<file path="src/rtl/robot_pkg.sv">
// Shared definitions for the robot position tracker and the map sensor model.
//   - orientation encodings (north/south/east/west)
//   - tracker FSM state encoding
//   - default map dimensions
//   - next_orientation_left(): one left rotation of the robot heading
package robot_pkg;

  localparam logic [1:0] NORTH = 2'b00;
  localparam logic [1:0] SOUTH = 2'b01;
  localparam logic [1:0] EAST  = 2'b10;
  localparam logic [1:0] WEST  = 2'b11;

  localparam int DEFAULT_ROWS = 10;
  localparam int DEFAULT_COLS = 20;

  typedef enum logic [1:0] {
    ST_IDLE  = 2'b00,
    ST_RUN   = 2'b01,
    ST_DONE  = 2'b10,
    ST_FAULT = 2'b11
  } state_t;

  // Left rotation: north->west->south->east->north.
  function automatic logic [1:0] next_orientation_left(input logic [1:0] cur);
    logic [1:0] res;
    case (cur)
      NORTH:   res = WEST;
      WEST:    res = SOUTH;
      SOUTH:   res = EAST;
      default: res = NORTH;  // EAST
    endcase
    return res;
  endfunction

endpackage

</file>
<file path="src/rtl/robot_step_calc.sv">
// Combinational single-step model of the robot on the pipe map.
// Given the current position/heading and this cycle's commands, produces
// the position/heading after the step and flags an advance that would
// leave the map. On such a hit the position is returned unchanged.
// Ports:
//   row, col, orient     : current position and heading
//   front, turn          : commands (front has priority over turn)
//   next_row, next_col   : position after the step
//   next_orient          : heading after the step
//   out_of_map_hit       : advance would have left rows 1..ROWS / cols 1..COLS
module robot_step_calc
  import robot_pkg::*;
#(
  parameter int ROWS  = DEFAULT_ROWS,
  parameter int COLS  = DEFAULT_COLS,
  parameter int ROW_W = 6,
  parameter int COL_W = 6
) (
  input  logic [ROW_W-1:0] row,
  input  logic [COL_W-1:0] col,
  input  logic [1:0]       orient,
  input  logic             front,
  input  logic             turn,
  output logic [ROW_W-1:0] next_row,
  output logic [COL_W-1:0] next_col,
  output logic [1:0]       next_orient,
  output logic             out_of_map_hit
);

  localparam logic [ROW_W-1:0] ROW_MAX = ROW_W'(ROWS);
  localparam logic [COL_W-1:0] COL_MAX = COL_W'(COLS);
  localparam logic [ROW_W-1:0] ROW_ONE = ROW_W'(1);
  localparam logic [COL_W-1:0] COL_ONE = COL_W'(1);

  // Bounds are tested on the current value before any arithmetic, so the
  // +/-1 below can never wrap.
  always_comb begin
    next_row       = row;
    next_col       = col;
    next_orient    = orient;
    out_of_map_hit = 1'b0;
    if (front) begin
      case (orient)
        NORTH: begin
          if (row <= ROW_ONE) out_of_map_hit = 1'b1;
          else                next_row = row - ROW_ONE;
        end
        SOUTH: begin
          if (row >= ROW_MAX) out_of_map_hit = 1'b1;
          else                next_row = row + ROW_ONE;
        end
        EAST: begin
          if (col >= COL_MAX) out_of_map_hit = 1'b1;
          else                next_col = col + COL_ONE;
        end
        default: begin  // WEST
          if (col <= COL_ONE) out_of_map_hit = 1'b1;
          else                next_col = col - COL_ONE;
        end
      endcase
    end else if (turn) begin
      next_orient = next_orientation_left(orient);
    end
  end

endmodule

</file>
<file path="src/rtl/robot_position_tracker.sv">
// Downstream monitor of the pipe-cleaning robot controller.
// Tracks row/column/heading, counts movement cycles and trash removals,
// and raises sticky flags for leaving the map or front+turn together.
// Ports:
//   clock, reset          : clock, synchronous active-high reset
//   load                  : start pulse (accepted in IDLE, DONE, FAULT)
//   init_row/col/orient   : starting position and heading
//   max_moves             : movement budget (0 -> straight to DONE)
//   front, turn, remove   : robot commands
//   row, col, orient      : tracked position and heading
//   move_count            : RUN cycles elapsed
//   trash_count           : rising edges of remove seen in RUN (saturating)
//   running, done         : FSM in RUN / DONE
//   out_of_map            : sticky, an advance would have left the map
//   illegal_cmd           : sticky, front and turn in the same RUN cycle
module robot_position_tracker
  import robot_pkg::*;
#(
  parameter int ROWS  = DEFAULT_ROWS,
  parameter int COLS  = DEFAULT_COLS,
  parameter int ROW_W = 6,
  parameter int COL_W = 6,
  parameter int CNT_W = 9
) (
  input  logic             clock,
  input  logic             reset,
  input  logic             load,
  input  logic [ROW_W-1:0] init_row,
  input  logic [COL_W-1:0] init_col,
  input  logic [1:0]       init_orient,
  input  logic [CNT_W-1:0] max_moves,
  input  logic             front,
  input  logic             turn,
  input  logic             remove,
  output logic [ROW_W-1:0] row,
  output logic [COL_W-1:0] col,
  output logic [1:0]       orient,
  output logic [CNT_W-1:0] move_count,
  output logic [CNT_W-1:0] trash_count,
  output logic             running,
  output logic             done,
  output logic             out_of_map,
  output logic             illegal_cmd
);

  localparam logic [ROW_W-1:0] ROW_MAX = ROW_W'(ROWS);
  localparam logic [COL_W-1:0] COL_MAX = COL_W'(COLS);

  state_t           state_reg, state_next;
  logic [ROW_W-1:0] row_reg, row_next;
  logic [COL_W-1:0] col_reg, col_next;
  logic [1:0]       orient_reg, orient_next;
  logic [CNT_W-1:0] move_count_reg, move_count_next;
  logic [CNT_W-1:0] trash_count_reg, trash_count_next;
  logic [CNT_W-1:0] max_moves_reg, max_moves_next;
  logic             out_of_map_reg, out_of_map_next;
  logic             illegal_reg, illegal_next;
  logic             remove_prev_reg;

  logic [ROW_W-1:0] step_row;
  logic [COL_W-1:0] step_col;
  logic [1:0]       step_orient;
  logic             step_hit;
  logic             init_bad;
  logic             remove_edge;
  logic [CNT_W-1:0] move_inc;

  robot_step_calc #(
    .ROWS  (ROWS),
    .COLS  (COLS),
    .ROW_W (ROW_W),
    .COL_W (COL_W)
  ) u_step (
    .row            (row_reg),
    .col            (col_reg),
    .orient         (orient_reg),
    .front          (front),
    .turn           (turn),
    .next_row       (step_row),
    .next_col       (step_col),
    .next_orient    (step_orient),
    .out_of_map_hit (step_hit)
  );

  assign init_bad = (init_row == '0) || (init_row > ROW_MAX) ||
                    (init_col == '0) || (init_col > COL_MAX);
  assign remove_edge = remove && !remove_prev_reg;
  assign move_inc    = move_count_reg + CNT_W'(1);

  always_ff @(posedge clock) begin
    if (reset) begin
      state_reg       <= ST_IDLE;
      row_reg         <= '0;
      col_reg         <= '0;
      orient_reg      <= NORTH;
      move_count_reg  <= '0;
      trash_count_reg <= '0;
      max_moves_reg   <= '0;
      out_of_map_reg  <= 1'b0;
      illegal_reg     <= 1'b0;
      remove_prev_reg <= 1'b0;
    end else begin
      state_reg       <= state_next;
      row_reg         <= row_next;
      col_reg         <= col_next;
      orient_reg      <= orient_next;
      move_count_reg  <= move_count_next;
      trash_count_reg <= trash_count_next;
      max_moves_reg   <= max_moves_next;
      out_of_map_reg  <= out_of_map_next;
      illegal_reg     <= illegal_next;
      // Edge detector runs in every state so a remove held across the
      // load cycle is not seen as a fresh edge in the first RUN cycle.
      remove_prev_reg <= remove;
    end
  end

  always_comb begin
    state_next       = state_reg;
    row_next         = row_reg;
    col_next         = col_reg;
    orient_next      = orient_reg;
    move_count_next  = move_count_reg;
    trash_count_next = trash_count_reg;
    max_moves_next   = max_moves_reg;
    out_of_map_next  = out_of_map_reg;
    illegal_next     = illegal_reg;

    case (state_reg)
      ST_RUN: begin
        row_next        = step_row;
        col_next        = step_col;
        orient_next     = step_orient;
        move_count_next = move_inc;
        if (front && turn) illegal_next = 1'b1;
        if (remove_edge && (trash_count_reg != '1))
          trash_count_next = trash_count_reg + CNT_W'(1);
        // Leaving the map outranks budget exhaustion on the same edge.
        if (step_hit) begin
          out_of_map_next = 1'b1;
          state_next      = ST_FAULT;
        end else if (move_inc == max_moves_reg) begin
          state_next = ST_DONE;
        end
      end
      default: begin  // IDLE, DONE, FAULT: only load is honoured
        if (load) begin
          row_next         = init_row;
          col_next         = init_col;
          orient_next      = init_orient;
          max_moves_next   = max_moves;
          move_count_next  = '0;
          trash_count_next = '0;
          illegal_next     = 1'b0;
          out_of_map_next  = init_bad;
          if (init_bad)             state_next = ST_FAULT;
          else if (max_moves == '0) state_next = ST_DONE;
          else                      state_next = ST_RUN;
        end
      end
    endcase
  end

  assign row         = row_reg;
  assign col         = col_reg;
  assign orient      = orient_reg;
  assign move_count  = move_count_reg;
  assign trash_count = trash_count_reg;
  assign running     = (state_reg == ST_RUN);
  assign done        = (state_reg == ST_DONE);
  assign out_of_map  = out_of_map_reg;
  assign illegal_cmd = illegal_reg;

endmodule

</file>
<file path="config.mk">
export PLATFORM = sky130hd
export DESIGN_NAME = robot_position_tracker
export DESIGN_NICKNAME = d
export VERILOG_FILES = /design/src/rtl/robot_pkg.sv /design/src/rtl/robot_step_calc.sv /design/src/rtl/robot_position_tracker.sv
export SDC_FILE = /design/constraint.sdc
export NUM_CORES = 1
export LEC_CHECK = 0
export BUFFER_PORTS_ARGS = -buffer_cell sky130_fd_sc_hd__buf_2
export CORE_UTILIZATION = 35
export DETAILED_ROUTE_END_ITERATION = 12
export GPL_TIMING_DRIVEN = 0
export PLACE_DENSITY = 0.55
export SLEW_MARGIN = 25
export SYNTH_ARGS = -nofsm -noshare
export SYNTH_HDL_FRONTEND = slang
export SYNTH_HIERARCHICAL = 1
export SYNTH_SLANG_ARGS = --single-unit
export TNS_END_PERCENT = 10
</file>
<file path="constraint.sdc">
create_clock -name clock -period 5 [get_ports clock]
set_clock_uncertainty 0.05 [all_clocks]
set_input_delay 0.5 -clock clock [delete_from_list [all_inputs] [get_ports clock]]
set_output_delay 0.5 -clock clock [all_outputs]
set_load 0.02 [all_outputs]
</file>
* Yosys cells after proc, flatten, opt, wreduce, memory -nomap -nowiden
Cells that the tools add are included.
** Operators by class
- Add/subtract/negate cells :: 6
- $lt $le $gt $ge :: 6
- Equality and inequality tests :: 20
- Muxes and demuxes :: 39
- Bitwise operators :: 1
- Reductions and logical operators :: 21
** Operator list (count)
- 6-bit 2-to-1 mux :: 10
- 9-bit 2-to-1 mux :: 4
- 6-bit case mux with 2 select lines :: 2
- 2-bit 2-to-1 mux :: 10
- 9-bit by 1-bit adder with 9-bit output, second input constant :: 2
- 6-bit by 1-bit adder with 6-bit output, second input constant :: 2
- 6-bit by 1-bit <= comparator with 1-bit output, second input constant :: 2
- 6-bit zero test :: 2
- 3-bit != test, second input constant :: 4
- 6-bit by 1-bit subtractor with 6-bit output, second input constant :: 2
- 1-bit 2-to-1 mux :: 11
- 2-bit AND reduction :: 5
- 5-bit AND reduction :: 2
- 9-bit equality test :: 1
- 9-bit zero test :: 1
- 9-bit != test, second input constant :: 1
- 2-bit != test, second input constant :: 4
- 2-bit equality test, second input constant :: 3
- 6-bit by 4-bit >= comparator with 1-bit output, second input constant :: 1
- 6-bit by 5-bit >= comparator with 1-bit output, second input constant :: 1
- 6-bit by 4-bit greater-than comparator with 1-bit output, second input constant :: 1
- 6-bit by 5-bit greater-than comparator with 1-bit output, second input constant :: 1
- 2-bit by 1-bit != test with 1-bit output, second input constant :: 3
- 3-bit by 1-bit != test with 1-bit output, second input constant :: 2
- other kinds (11) :: 16
** Word-level totals
- Register bits :: 46
- Bits of input ports :: 29
- Output and inout port bits :: 36
- Logic and storage cells :: 103

* Longest topological paths before layout
- Depth after elaboration :: 7
- Depth in mapped cells :: 11
- Mapped depth without buffers :: 10

* Hierarchy
Netlist, hierarchy kept.
** By module, submodules not included
- robot_position_tracker :: instances 1, cells each 282, area an instance 2329.7 um^2, sequential area each 920.9 um^2
- robot_step_calc :: instances 1, cells each 125, area an instance 883.3 um^2, sequential area each 0.0 um^2

* Worst setup path after synthesis
No wires, ideal clock.
- Kind :: flip-flop to flip-flop
- From :: register row_reg[0] (netlist: row[0])
- To :: register state_reg[1]
- Library setup time :: 121 ps
- Arrival time :: 2243 ps
- Required time :: 4829 ps
- Path slack :: 2586 ps
- Cell stages (with the launch flop) :: 11
- Path buffers :: 0
- Period minus slack after synthesis :: 2414 ps
- Path through :: dfxtp_1 inv_1 ha_1 o31a_1 o31ai_2 nand2_1 o211a_1 nand2_1 nand2_1 a31oi_1 mux2_2
** Between the ends
- Longest elaborated chain between the ends :: 6
- Elaborated cells between the ends (all ways) :: 10
- Those cells by class :: 2 x order compare; 1 x eq/ne; 6 x mux; 1 x reduce/logical
** Ends and longest elaborated chain
- start, declared :: RTL line robot_position_tracker.sv:50 : logic [ROW_W-1:0] row_reg, row_next;
- start signal, assigned :: RTL line robot_position_tracker.sv:104 : row_reg <= row_next;
- 6-bit by 4-bit >= comparator with 1-bit output / 6-bit by 1-bit <= comparator with 1-bit output (equally long branches) :: RTL line robot_step_calc.sv:49, robot_step_calc.sv:45
- 1-bit 2-to-1 mux, on equally long branches :: RTL line robot_step_calc.sv:49, robot_step_calc.sv:45
- 1-bit case mux with 3 select lines (*) :: RTL line robot_step_calc.sv:43 : case (orient)
- 1-bit 2-to-1 mux (*) :: RTL line robot_step_calc.sv:42 : if (front) begin
- via step_hit :: RTL line robot_position_tracker.sv:63 : logic step_hit;
- 3-bit by 1-bit != test with 1-bit output (no line) / 2-bit 2-to-1 mux (equally long branches)
- 2-bit AND reduction (no line) / 2-bit 2-to-1 mux (equally long branches)
- end signal, assigned :: RTL line robot_position_tracker.sv:103 : state_reg <= state_next;
- end, declared :: RTL line robot_position_tracker.sv:49 : state_t state_reg, state_next;
The timed path passes the listed nets; every way through them passes the cells marked *.
A chain may end at the register's enable or synchronous reset.

* Final worst setup path
Ends and elaborated chain as after synthesis.

==> results.cfg <==
[flow_run]
drv_cap = 0

[synthesis]
netlist_top_cells_count = dfxtp_1, nor2_1, a21oi_1
synth_warnings = 6
synth-simple-area-share_pct = 24.8
synth-async-reset-ratio_pct = 0
synth-compound-area-share_pct = 25.8
post_synth_num_cell_types = 68
synthFlopType = dfxtp_1
synth_edf_count = 0
synth_top_cell_by_area = dfxtp_1
syn_nets = 451
synth_fa_ha_area_share_pct = 5.84
synthMuxAreaShare_pct = 6.15
syn_inst = 407
netlist_top_cells_area = dfxtp_1, a21oi_1, ha_1
ys_ff_latch = 46
synth_top_area_share_pct = 28.7
syn_area_um2 = 3210
yosysSeqAreaShare_pct = 28.7
synth_xor_xnor_area_share_pct = 2.73
postSynthAreaPerCell_um2 = 7.89
synth_top_family_by_area = compound AO/OA/AOI/OAI gates
synth.most_common_cell = dfxtp_1

[die]
die_area_um2 = 9570
start_util_pct = 36.5
fp-row-count = 34
die_h_um = 97.8
core_um2 = 8810
die_w_um = 97.8
ioPinCount = 65

[routing]
drc = 4
dr.first_iter.drc_count = 148
dr.pass1.iters = 8
post_drt_wl_per_cell_um = 15.6
vias_per_cell = 5.52
routed_wl_um = 9100
num_vias = 3223
route.antenna.remaining_nets = 0

[worst_setup_path]
timing.rr.end = state_reg[1]$_SDFFE_PP0P_
r2r_slack_ns = 2.39
worstSetupEndpointType = register
critical_path.max_fanout = 6
required_ns = 5.14
arrival_ns = 2.75
worstSetupStartpointType = register
r2r-start = row[0]$_SDFFE_PP0P_
rr_worst_depth = 10
worstSetupPathType = reg -> reg

[sta]
slew_violations = 0
fmax_mhz = 383
min_period_ns = 2.61
setup_violations = 0
fin_tns_setup_ns = 0
rsz0062_at_grt = no
hold_slack_ns = 0.400
slew_headroom_pct = 57.2
finalHoldViolations = 0
worstMarginPinSlew_ns = 0.635
layout_worst_path_cycle_share_pct = 52.2

[clock_tree]
postCtsSetupBuffers = 0
insertion_delay_ns = 0.29
htreeDepth = 2
cts_resized = 0
postCtsHoldBufs = 0
cts_root_buffer = clkbuf_8
numCtsBuffers = 5
cts_buffer_depth = 2
cts_sinks = 46
cts_tree = done
path_clk_slew_ns = 0.09

[worst_hold_path]
hold_class = in -> reg
hold_end = max_moves_reg[8]$_SDFFE_PP0P_
min_from = max_moves[8]
hold_depth = 3

[status]
status = finished with violations
violations = DRC

[global_routing]
grt_overflow = 0
grt_pass1_vias = 2965
grt_util_all_layers_pct = 19.2
grt_max_degree = 13
antenna_found_initial = 0
grt_pass1_wl_um = 15000

[placement]
io_buffers = 63
place.gp.congestion = 0.854
dp.final_hpwl_um = 6840
post_dp_cell_area_um2 = 3660

[power]
p_leak_uw = 0.00164
power-per-cell-area_nw_per_um2 = 279
vdd_ir_drop_max_v = 0.000122
power_uw = 1050

[layout]
fill_cells = 932
drive_gt1_share_pct = 20.8
antenna_cells = 0
syn_to_final_growth_pct = 16.6
final_area_um2 = 3750
nets = 521
[critical path, cell delays in order, from the launching register on]
cell and delay [ns]:
dfxtp_1 0.45, inv_1 0.13, ha_1 0.23, o31a_1 0.27
o31ai_2 0.22, nand2_1 0.09, o211a_1 0.25, nand2_1 0.08
nand2_1 0.09, a31oi_1 0.27, mux2_2 0.37
[worst max path at each step]
stage	from	endpoint	slack, ns	depth (start not counted)
final	row[0]$_SDFFE_PP0P_	state_reg[1]$_SDFFE_PP0P_	2.39	10
after global routing	trash_count[0]$_SDFFE_PP0P_	trash_count[7]$_SDFFE_PP0P_	2.18	11
after CTS	row[0]$_SDFFE_PP0P_	state_reg[1]$_SDFFE_PP0P_	2.38	10
after detailed placement	row[0]$_SDFFE_PP0P_	state_reg[1]$_SDFFE_PP0P_	2.38	10
after global placement	row[0]$_SDFFE_PP0P_	state_reg[1]$_SDFFE_PP0P_	2.41	10
after floorplan	row[0]$_SDFFE_PP0P_	state_reg[1]$_SDFFE_PP0P_	2.59	10
[layer usage]
layer  GRT usage, %  part of all wire, %  vias to the layer above  wire, µm
met5              0                    0                        -         0
met4           4.31                  1.1                        0       102
met3           2.22                  4.4                        9       404
met2           31.4                   46                       84      4150
met1           27.2                   49                     1493      4450
li1               -                    -                     1637         -
[layout make-up]
| type | instances | area [µm²] | area share, % |
|---|---|---|---|
| Tap cell | 108 | 135 | 3.61 |
| Buffer | 29 | 138 | 3.67 |
| Timing Repair Buffer | 63 | 315 | 8.42 |
| Multi-Input combinational cell | 317 | 2100 | 56.0 |
| Inverter | 15 | 56.3 | 1.50 |
| Sequential cell | 46 | 921 | 24.6 |
| Clock buffer | 6 | 82.6 | 2.20 |
[cell usage in the layout, fill, tap and decap left out, drive strengths merged, types with 4 or more instances in the layout]
cell	count
o211ai	4
a31o	4
nor2	41
nand4	7
a211oi	17
a21oi	40
nand3b	7
nor4	8
dfxtp	46
or3	4
xnor2	5
a31oi	6
nor3	6
nand2	35
ha	15
nand3	13
xor2	5
or2	4
inv	14
buf	73
and3	9
clkbuf	25
mux2i	16
o21ai	20
[logic make-up (layout without fill, tap and decap cells)]
logic type	after synthesis	after routing
simple gates	152	152
compound gates	121	121
flops	46	46
buf+inv	44	113
mux	19	19
fa+ha+maj	15	15
xor+xnor	10	10
[report_power, final]
part	internal [µW]	switching, µW
sequential	394	38.3
combinational	149	232
clock	107	125
[metrics by stage]
| step | cells | utilization (%) | setup slack (ns) |
|---|---|---|---|
| 4_1_cts | 584 | 42.5 | 2.38 |
| 2_1_floorplan | 407 | - | 2.59 |
| 3_5_place_dp | 578 | 41.6 | 2.38 |
| 3_3_place_gp | 578 | 41.6 | 2.41 |
| 5_1_grt | 584 | 42.5 | 2.18 |
| 6_report | 584 | 42.5 | 2.39 |
No activity file was read; power rests on OpenSTA's default activity.
